### config.mk
export PLATFORM = sky130hd
export DESIGN_NAME = ps2_host_tx_flat
export DESIGN_NICKNAME = d
export VERILOG_FILES = /design/src/rtl/ps2_pkg.sv /design/src/rtl/ps2_host_tx_if.sv /design/src/rtl/ps2_sync_edge.sv /design/src/rtl/ps2_host_tx.sv /design/src/flat_wrapper.sv
export SDC_FILE = /design/constraint.sdc
export NUM_CORES = 1
export LEC_CHECK = 0
export ABC_AREA = 1
export CAP_MARGIN = 30
export CORE_MARGIN = 1.5
export CORE_UTILIZATION = 59
export CTS_BUF_LIST = sky130_fd_sc_hd__clkbuf_2
export DETAILED_ROUTE_END_ITERATION = 6
export PLACE_DENSITY = 0.79
export SYNTH_ARGS = -nofsm -noshare
export SYNTH_HDL_FRONTEND = slang
export SYNTH_SLANG_ARGS = --single-unit
### constraint.sdc
create_clock -name clk_i -period 2.1 [get_ports clk_i]
set_clock_uncertainty 0.1 [all_clocks]
set_input_delay 0.315 -clock clk_i [delete_from_list [all_inputs] [get_ports clk_i]]
set_output_delay 0.315 -clock clk_i [all_outputs]
set_load 0.1 [all_outputs]
### src/rtl/ps2_pkg.sv
// PS/2 shared types: host-tx state enum, frame size, parity helper, commands.
// Imported by the host transmitter and reusable by the receive path.
package ps2_pkg;

  typedef enum logic [2:0] {
    IDLE,
    INHIBIT,
    REQ,
    SEND,
    ACK,
    WAIT_IDLE
  } ps2_tx_state_t;

  localparam int FRAME_TX_BITS = 10;

  localparam logic [7:0] CMD_SET_LED = 8'hED;
  localparam logic [7:0] CMD_RESET   = 8'hFF;

  function automatic logic odd_parity(input logic [7:0] d);
    return ~^d;
  endfunction

endpackage

### src/rtl/ps2_host_tx_if.sv
// Byte handshake between a command source and ps2_host_tx.
// master: source side (data/valid out); slave: transmitter (ready/done/err out).
interface ps2_host_tx_if;

  logic [7:0] tx_data_i;
  logic       tx_valid_i;
  logic       tx_ready_o;
  logic       tx_done_o;
  logic       tx_err_o;

  modport master (
    output tx_data_i, tx_valid_i,
    input  tx_ready_o, tx_done_o, tx_err_o
  );

  modport slave (
    input  tx_data_i, tx_valid_i,
    output tx_ready_o, tx_done_o, tx_err_o
  );

endinterface

### src/rtl/ps2_sync_edge.sv
// PS/2 pad synchronizer: SYNC_STAGES flops on clock and data, falling-edge pulse.
// Ports: clk_i, reset_n, ps2_clk_i, ps2_data_i -> clk_s_o, data_s_o, fall_o.
module ps2_sync_edge #(
  parameter int SYNC_STAGES = 2
) (
  input  logic clk_i,
  input  logic reset_n,
  input  logic ps2_clk_i,
  input  logic ps2_data_i,
  output logic clk_s_o,
  output logic data_s_o,
  output logic fall_o
);

  logic [SYNC_STAGES-1:0] clk_q;
  logic [SYNC_STAGES-1:0] data_q;
  logic                   prev_q;

  // Reset to the idle bus level so no false edge follows reset.
  always_ff @(posedge clk_i) begin
    if (!reset_n) begin
      clk_q  <= '1;
      data_q <= '1;
      prev_q <= 1'b1;
    end else begin
      clk_q  <= {clk_q[SYNC_STAGES-2:0], ps2_clk_i};
      data_q <= {data_q[SYNC_STAGES-2:0], ps2_data_i};
      prev_q <= clk_q[SYNC_STAGES-1];
    end
  end

  assign clk_s_o  = clk_q[SYNC_STAGES-1];
  assign data_s_o = data_q[SYNC_STAGES-1];
  assign fall_o   = prev_q & ~clk_q[SYNC_STAGES-1];

endmodule

### src/rtl/ps2_host_tx.sv
// PS/2 host-to-device transmitter: inhibit, request-to-send, shift, ACK check.
// Ports: clk_i, reset_n, tx_if (slave: data/valid/ready/done/err),
//   ps2_clk_i, ps2_data_i, ps2_clk_oe_o, ps2_data_oe_o, busy_o.
// Option: define PS2_TX_TIMEOUT_EN for a request-to-ACK watchdog.
module ps2_host_tx
  import ps2_pkg::*;
#(
  parameter int INHIBIT_CYCLES = 1440,
  parameter int TIMEOUT_CYCLES = 204000,
  parameter int SYNC_STAGES    = 2
) (
  input  logic         clk_i,
  input  logic         reset_n,
  ps2_host_tx_if.slave tx_if,
  input  logic         ps2_clk_i,
  input  logic         ps2_data_i,
  output logic         ps2_clk_oe_o,
  output logic         ps2_data_oe_o,
  output logic         busy_o
);

  localparam int IW = $clog2(INHIBIT_CYCLES + 1);

  ps2_tx_state_t state_q, state_d;
  logic [IW-1:0] cnt_q, cnt_d;
  logic [3:0]    bit_q, bit_d;
  logic [9:0]    shift_q, shift_d;
  logic          oe_q, oe_d;
  logic          eflag_q, eflag_d;
  logic          done_q, done_d;
  logic          err_q, err_d;

  logic clk_s, data_s, fall;
  logic inh_last;
  logic accept;

  ps2_sync_edge #(
    .SYNC_STAGES(SYNC_STAGES)
  ) u_sync (
    .clk_i     (clk_i),
    .reset_n   (reset_n),
    .ps2_clk_i (ps2_clk_i),
    .ps2_data_i(ps2_data_i),
    .clk_s_o   (clk_s),
    .data_s_o  (data_s),
    .fall_o    (fall)
  );

  assign accept   = tx_if.tx_valid_i && (state_q == IDLE);
  assign inh_last = (state_q == INHIBIT) &&
                    (cnt_q == IW'(INHIBIT_CYCLES - 1));

`ifdef PS2_TX_TIMEOUT_EN
  localparam int WW = $clog2(TIMEOUT_CYCLES + 1);

  logic [WW-1:0] wd_q;
  logic          wd_run;
  logic          wd_hit;

  // Counts from REQ entry; INHIBIT time is not part of the budget.
  assign wd_run = (state_q != IDLE) && (state_q != INHIBIT);
  assign wd_hit = ((state_q == REQ) || (state_q == SEND) ||
                   (state_q == ACK)) &&
                  (wd_q == WW'(TIMEOUT_CYCLES - 1));

  always_ff @(posedge clk_i) begin
    if (!reset_n || state_q == IDLE) begin
      wd_q <= '0;
    end else if (wd_run && wd_q != WW'(TIMEOUT_CYCLES)) begin
      wd_q <= wd_q + WW'(1);
    end
  end
`else
  logic unused_timeout;
  assign unused_timeout = (TIMEOUT_CYCLES > 0);
`endif

  always_comb begin
    state_d = state_q;
    cnt_d   = cnt_q;
    bit_d   = bit_q;
    shift_d = shift_q;
    oe_d    = oe_q;
    eflag_d = eflag_q;
    done_d  = 1'b0;
    err_d   = 1'b0;
    unique case (state_q)
      IDLE: begin
        cnt_d = '0;
        if (accept) begin
          shift_d = {1'b1, odd_parity(tx_if.tx_data_i),
                     tx_if.tx_data_i};
          eflag_d = 1'b0;
          state_d = INHIBIT;
        end
      end
      INHIBIT: begin
        if (inh_last) begin
          bit_d   = '0;
          state_d = REQ;
        end else begin
          cnt_d = cnt_q + IW'(1);
        end
      end
      REQ: begin
        if (fall) begin
          oe_d    = ~shift_q[0];
          bit_d   = 4'd1;
          state_d = SEND;
        end
      end
      // bit_q indexes the next bit; index 9 is the stop bit (release).
      SEND: begin
        if (fall) begin
          oe_d  = ~shift_q[bit_q];
          bit_d = bit_q + 4'd1;
          if (bit_q == 4'(FRAME_TX_BITS - 1)) begin
            state_d = ACK;
          end
        end
      end
      ACK: begin
        if (fall) begin
          if (data_s) begin
            err_d   = 1'b1;
            eflag_d = 1'b1;
          end
          state_d = WAIT_IDLE;
        end
      end
      WAIT_IDLE: begin
        if (clk_s && data_s) begin
          done_d  = ~eflag_q;
          state_d = IDLE;
        end
      end
      default: state_d = IDLE;
    endcase
`ifdef PS2_TX_TIMEOUT_EN
    if (wd_hit) begin
      err_d   = 1'b1;
      done_d  = 1'b0;
      state_d = IDLE;
    end
`endif
  end

  always_ff @(posedge clk_i) begin
    if (!reset_n) begin
      state_q <= IDLE;
      cnt_q   <= '0;
      bit_q   <= '0;
      shift_q <= '0;
      oe_q    <= 1'b0;
      eflag_q <= 1'b0;
      done_q  <= 1'b0;
      err_q   <= 1'b0;
    end else begin
      state_q <= state_d;
      cnt_q   <= cnt_d;
      bit_q   <= bit_d;
      shift_q <= shift_d;
      oe_q    <= oe_d;
      eflag_q <= eflag_d;
      done_q  <= done_d;
      err_q   <= err_d;
    end
  end

  // Start bit goes low in the last inhibit cycle and holds through REQ.
  assign ps2_clk_oe_o  = (state_q == INHIBIT);
  assign ps2_data_oe_o = inh_last || (state_q == REQ) ||
                         ((state_q == SEND) && oe_q);

  assign tx_if.tx_ready_o = (state_q == IDLE);
  assign tx_if.tx_done_o  = done_q;
  assign tx_if.tx_err_o   = err_q;
  assign busy_o           = (state_q != IDLE);

endmodule

### src/flat_wrapper.sv
// flat-port wrapper written by rule: the top's interface ports become plain ports
module ps2_host_tx_flat import ps2_pkg::*;
#(
  parameter int INHIBIT_CYCLES = 1440,
  parameter int TIMEOUT_CYCLES = 204000,
  parameter int SYNC_STAGES    = 2
)
  (clk_i, reset_n, ps2_clk_i, ps2_data_i, ps2_clk_oe_o, ps2_data_oe_o, busy_o, tx_if_tx_data_i, tx_if_tx_valid_i, tx_if_tx_ready_o, tx_if_tx_done_o, tx_if_tx_err_o);
  ps2_host_tx_if tx_if_i ();
  input  logic clk_i;
  input  logic reset_n;
  input  logic ps2_clk_i;
  input  logic ps2_data_i;
  output logic ps2_clk_oe_o;
  output logic ps2_data_oe_o;
  output logic busy_o;
  input wire logic [$bits(tx_if_i.tx_data_i)-1:0] tx_if_tx_data_i;
  input wire logic [$bits(tx_if_i.tx_valid_i)-1:0] tx_if_tx_valid_i;
  output wire logic [$bits(tx_if_i.tx_ready_o)-1:0] tx_if_tx_ready_o;
  output wire logic [$bits(tx_if_i.tx_done_o)-1:0] tx_if_tx_done_o;
  output wire logic [$bits(tx_if_i.tx_err_o)-1:0] tx_if_tx_err_o;
  assign tx_if_i.tx_data_i = tx_if_tx_data_i;
  assign tx_if_i.tx_valid_i = tx_if_tx_valid_i;
  assign tx_if_tx_ready_o = tx_if_i.tx_ready_o;
  assign tx_if_tx_done_o = tx_if_i.tx_done_o;
  assign tx_if_tx_err_o = tx_if_i.tx_err_o;
  ps2_host_tx #(.INHIBIT_CYCLES(INHIBIT_CYCLES), .TIMEOUT_CYCLES(TIMEOUT_CYCLES), .SYNC_STAGES(SYNC_STAGES)) u_core (.clk_i(clk_i), .reset_n(reset_n), .tx_if(tx_if_i), .ps2_clk_i(ps2_clk_i), .ps2_data_i(ps2_data_i), .ps2_clk_oe_o(ps2_clk_oe_o), .ps2_data_oe_o(ps2_data_oe_o), .busy_o(busy_o));
endmodule
; Word level (Yosys, flattened, before mapping)
; Index checks and enable logic that the tools add are counted.
[op_classes]
n_addsub = 2
multipliers = 0
div_mod_pow = 0
n_lt_le_gt_ge = 1
n_eq_ne = 16
shifts = 0
mux = 24
n_bitwise = 5
n_reduce_logical = 21
[ops]
columns = operator, count
row1 = 11-bit case mux with 2 select lines, 1
row2 = 3-bit 2-to-1 mux, 7
row3 = 3-bit case mux with 6 select lines, 1
row4 = 2-bit by 1-bit inequality test with 1-bit output (second input constant), 7
row5 = 4-bit 2-to-1 mux, 3
row6 = 4-bit case mux with 3 select lines, 1
row7 = 11-bit by 1-bit adder with 11-bit output (second input constant), 1
row8 = 11-bit == test (second input constant), 1
row9 = 11-bit 2-to-1 mux, 1
row10 = 3-bit AND reduction, 3
row11 = 4-bit AND reduction, 2
row12 = 8-bit XNOR reduction, 1
row13 = 1-bit 2-to-1 mux, 7
row14 = 7-bit AND reduction, 1
row15 = 3-bit by 2-bit == test with 1-bit output (second input constant), 2
row16 = 3-bit == test (second input constant), 2
row17 = 2-bit nonzero test, 3
row18 = 3-bit nonzero test, 2
row19 = 4-bit by 5-bit less-than comparator with 1-bit output (second input constant), 1
row20 = 4-bit by 1-bit adder with 4-bit output (second input constant), 1
row21 = 1-bit binary-select mux with 4-bit select, 1
row22 = 4-bit == test (second input constant), 1
row23 = 1-bit logical AND, 4
row24 = 2-bit inequality test (second input constant), 2
row25 = 7 further kinds, 13
[word_totals]
register_bits = 37
latchBits = 0
ram_bits = 0
mem_bits_ro = 0
memories = 0

; Longest topological paths before layout
[depth]
depth_word = 5
depth_mapped = 11

; Hierarchy
; A second synthesis with hierarchy kept.
[unflattened]
cells_unflattened = 288
hier_area_um2 = 2078.2
[modules_own_cells]
columns = module, n_inst, cells_per_inst, area_per_inst_um2, seq_area_each_um2
row1 = ps2_host_tx, 1, 271, 1933.1, 640.6
row2 = ps2_sync_edge, 1, 17, 145.1, 100.1

; Worst setup path before layout
; Ideal clock, no wire load.
[synth_path]
path_kind = reg2out
startpoint = register u_core.state_q[2]
endpoint = output port ps2_data_oe_o
t_arrival_ns = 3.086
required_time_ns = 1.685
setup_slack_ns = -1.401
stages_incl_launch_ff = 5
path_buffers = 1
cell_sequence = dfxtp_1 -> buf_4 -> nor3_4 -> inv_1 -> o211ai_1
[synth_between]
elab_chain_cells = 4
elab_cells_between_ends = 7
[synth_lines]
columns = element, line_no
row1 = "start, declared", ps2_host_tx.sv:24  ; ps2_tx_state_t state_q, state_d;
row2 = "start signal, assigned", ps2_host_tx.sv:159  ; state_q <= state_d;
row3 = 3-bit by 1-bit == test with 1-bit output, -
row4 = net ps2_clk_oe_o, flat_wrapper.sv:14  ; output logic ps2_clk_oe_o;
row5 = 1-bit logical AND, ps2_host_tx.sv:50  ; assign inh_last = (state_q == INHIBIT) &&
row6 = 1-bit logical OR (2 in a row), ps2_host_tx.sv:172  ; assign ps2_data_oe_o = inh_last || (state_q == REQ) ||
row7 = "end, declared", flat_wrapper.sv:15  ; output logic ps2_data_oe_o;
; The timed path passes the listed nets, and every way through them passes these cells.

; Worst setup path after layout
[layout_path]
startpoint = register u_core.cnt_q[0]
endpoint = output port ps2_data_oe_o
[layout_between]
elab_chain_cells = 4
[layout_lines]
columns = element, line_no
row1 = "start, declared", ps2_host_tx.sv:25  ; logic [IW-1:0] cnt_q, cnt_d;
row2 = "start signal, assigned", ps2_host_tx.sv:160  ; cnt_q <= cnt_d;
row3 = 11-bit == test, ps2_host_tx.sv:51  ; (cnt_q == IW'(INHIBIT_CYCLES - 1));
row4 = 1-bit logical AND, ps2_host_tx.sv:50
row5 = 1-bit logical OR (2 in a row), ps2_host_tx.sv:172
; Every way passes these cells.

==> qor.yml <==
outcome: "finished, violations left"
violations: "negative setup slack"
mostFrequentLayoutCells: "nand2_1, nor2_1, inv_1, dfxtp_1, a21oi_1"
drc: 0
io_buffers: 18
final_cell_area_mm2: 0.00245
start_util_pct: 63.5
drive_gt1_share_pct: 19.0
path_cells: "ha_4, nand2_4, nor2_4, nand3_2, o211ai_1, clkbuf_16"
critPathCaptureType: "output port"
nets: 341
grt_first_pass_wirelength_um: 7450
critical_path_buf_inv_count: 1
final_util_pct: 78.9
post_drt_wl_per_cell_um: 12.4
power.density_mw_per_mm2: 1190
netlist_area_mm2: 0.00197
avgSynthCellArea_um2: 6.78
crit_fanout: 2
dieWidth_um: 60.8
cp.required_ns: 1.68
cts.sinks: 37
clk_latency_ns: 0.40
fmax_mhz: 469
rows: 20
drt_iter0_markers: 140
cts.clk_slew.worst_paths_ns: 0.19
worstMarginPinSlew_ns: 0.488
reg2reg_slack_ns: 0.05
layout_commonest_cell: "nand2_1"
postPlaceCellArea_mm2: 0.00224
ios: 19
ys_async_sr_fraction_pct: 0
cts_root_buf: "clkbuf_2"
cts_buffers: 5
syn-instance-count: 291
drtAntennaViolNets: 0
grt-ovfl-total: 0
slew_headroom_pct: 67.4
ys_seq_area_share_pct: 37.6
synthFlopType: "dfxtp_1"
fin_crit_ns: 2.13
synth_edf_count: 0
tns_ns: -0.0311
synthDistinctLibCells: 35
grt_max_degree: 18
ir_worst_vdd_mv: 1.12
die-area_mm2: 0.00370
critPathLaunchType: "register"
p_total_w: 0.00292
antenna_found_initial: 0
grt_use_total_pct: 27.0
ys_warn_count: 0
tritoncts: "done"
finalCritPeriodShare_pct: 101
die_h_um: 60.8
gp_congestion: 0.905
antenna_cells: 0
fin_ws_ns: -0.0311
wl_um: 4580
hold_buffers: 0
critical_path_arrival_ns: 1.72
dp_hpwl_um: 3080
cap_violations: 0
area_growth_pct: 24.1
hold_viol: 0
p_leak_nw: 0.991
vias: 1978
grt_pass1_vias: 1761
vias_per_cell: 5.35
critPathSlowestCell: "dfxtp_2"
cts_buffer_depth: 2
rsz0062_at_grt: "yes"
ys_seq_elements: 37
critPathMaxStageDelay_ns: 0.41
path_class: "register to output port"
syn-num-nets: 307
drv_slew: 0
setup_viol: 1
ctsHtreeMaxLevel: 2
cp_top_family: "flip-flops"
core_area_mm2: 0.00310
drtPass1Iterations: 5
hp-class: "register to register"
post-place-ws_ns: 0.189
state kept, by name, summed over array words and instances, names as in the netlist:
| signal | flops |
|---|---|
| u_core.oe_q | 1 |
| u_core.tx_if.tx_err_o | 1 |
| u_core.state_q | 3 |
| u_core.eflag_q | 1 |
| u_core.cnt_q | 11 |
| u_core.tx_if.tx_done_o | 1 |
| u_core.u_sync.clk_q | 2 |
| u_core.bit_q | 4 |
| u_core.u_sync.prev_q | 1 |
| u_core.u_sync.data_q | 2 |
| u_core.shift_q | 10 |
logic make-up (layout without fill, tap and decap cells):
family | count (synthesis) | count (layout) | synth area share [%]
xor+xnor | 7 | 7 | 3.11
flops | 37 | 37 | 37.6
compound gates | 47 | 47 | 13.0
fa+ha+maj | 3 | 3 | 1.90
buf+inv | 41 | 76 | 8.44
simple gates | 156 | 156 | 36.0
power by group:
group	switching (W)	total, W	leakage [nW]	internal, W
Sequential	0.000102	0.000929	0.307	0.000827
Clock	0.000242	0.000439	0.0366	0.000197
Combinational	0.00102	0.00155	0.648	0.000536
Total	0.00136	0.00292	0.991	0.00156
timing repair:
item,in CTS,in global routing
endpoints found under the setup margin,1,4
resized for setup,6,10
pin swaps,4,4
setup buffers,10,2
final timing paths:
check	to	start	cells after the start
worst max-delay path	ps2_data_oe_o	u_core.cnt_q[0]	6
worst min-delay path	u_core.u_sync.clk_q[1]	u_core.u_sync.clk_q[0]	1
worst max register to register	u_core.cnt_q[8]	u_core.cnt_q[1]	17
worst min register to register	u_core.u_sync.clk_q[1]	u_core.u_sync.clk_q[0]	1
cells in the mapped netlist, types with 2 or more instances:
cell	count	area, um^2
a21oi_1	23	115
nor2_1	39	146
ha_1	3	37.5
o211ai_1	2	15.0
nand2_1	72	270
nand3_1	15	75.1
or2_2	4	25.0
nor3_1	2	10.0
inv_1	30	113
nand4_1	11	68.8
o21ai_0	15	75.1
nor2_2	3	18.8
dfxtp_1	37	741
and2_1	2	12.5
clkbuf_1	4	15.0
nand3_2	3	30.0
inv_2	3	11.3
xnor2_1	6	52.6
area by class of cell:
| cell class | instances | area, um^2 |
|---|---|---|
| tap | 44 | 55.1 |
| fill | 242 | 656 |
| multi-input combinational | 213 | 1100 |
| sequential | 37 | 754 |
| inverter | 34 | 131 |
| timing repair buffer | 34 | 340 |
| clock buffer | 5 | 25.0 |
| clock inverter | 3 | 41.3 |
stage by stage:
step,hold slack (ns),std cells
4_1_cts,0.341,368
2_1_floorplan,0.293,291
5_1_grt,0.342,370
3_3_place_gp,0.296,350
6_report,0.337,370
3_5_place_dp,0.300,350
layer usage:
metal / share of wire, % / vias to the layer above / track usage [%]
li1: - / 1007 / -
met1: 46 / 891 / 36.7
met2: 46 / 66 / 42.4
met3: 5.6 / 14 / 5.33
met4: 2.3 / 0 / 10.2
met5: 0 / - / 0
No activity file was read; power rests on OpenSTA's default activity.
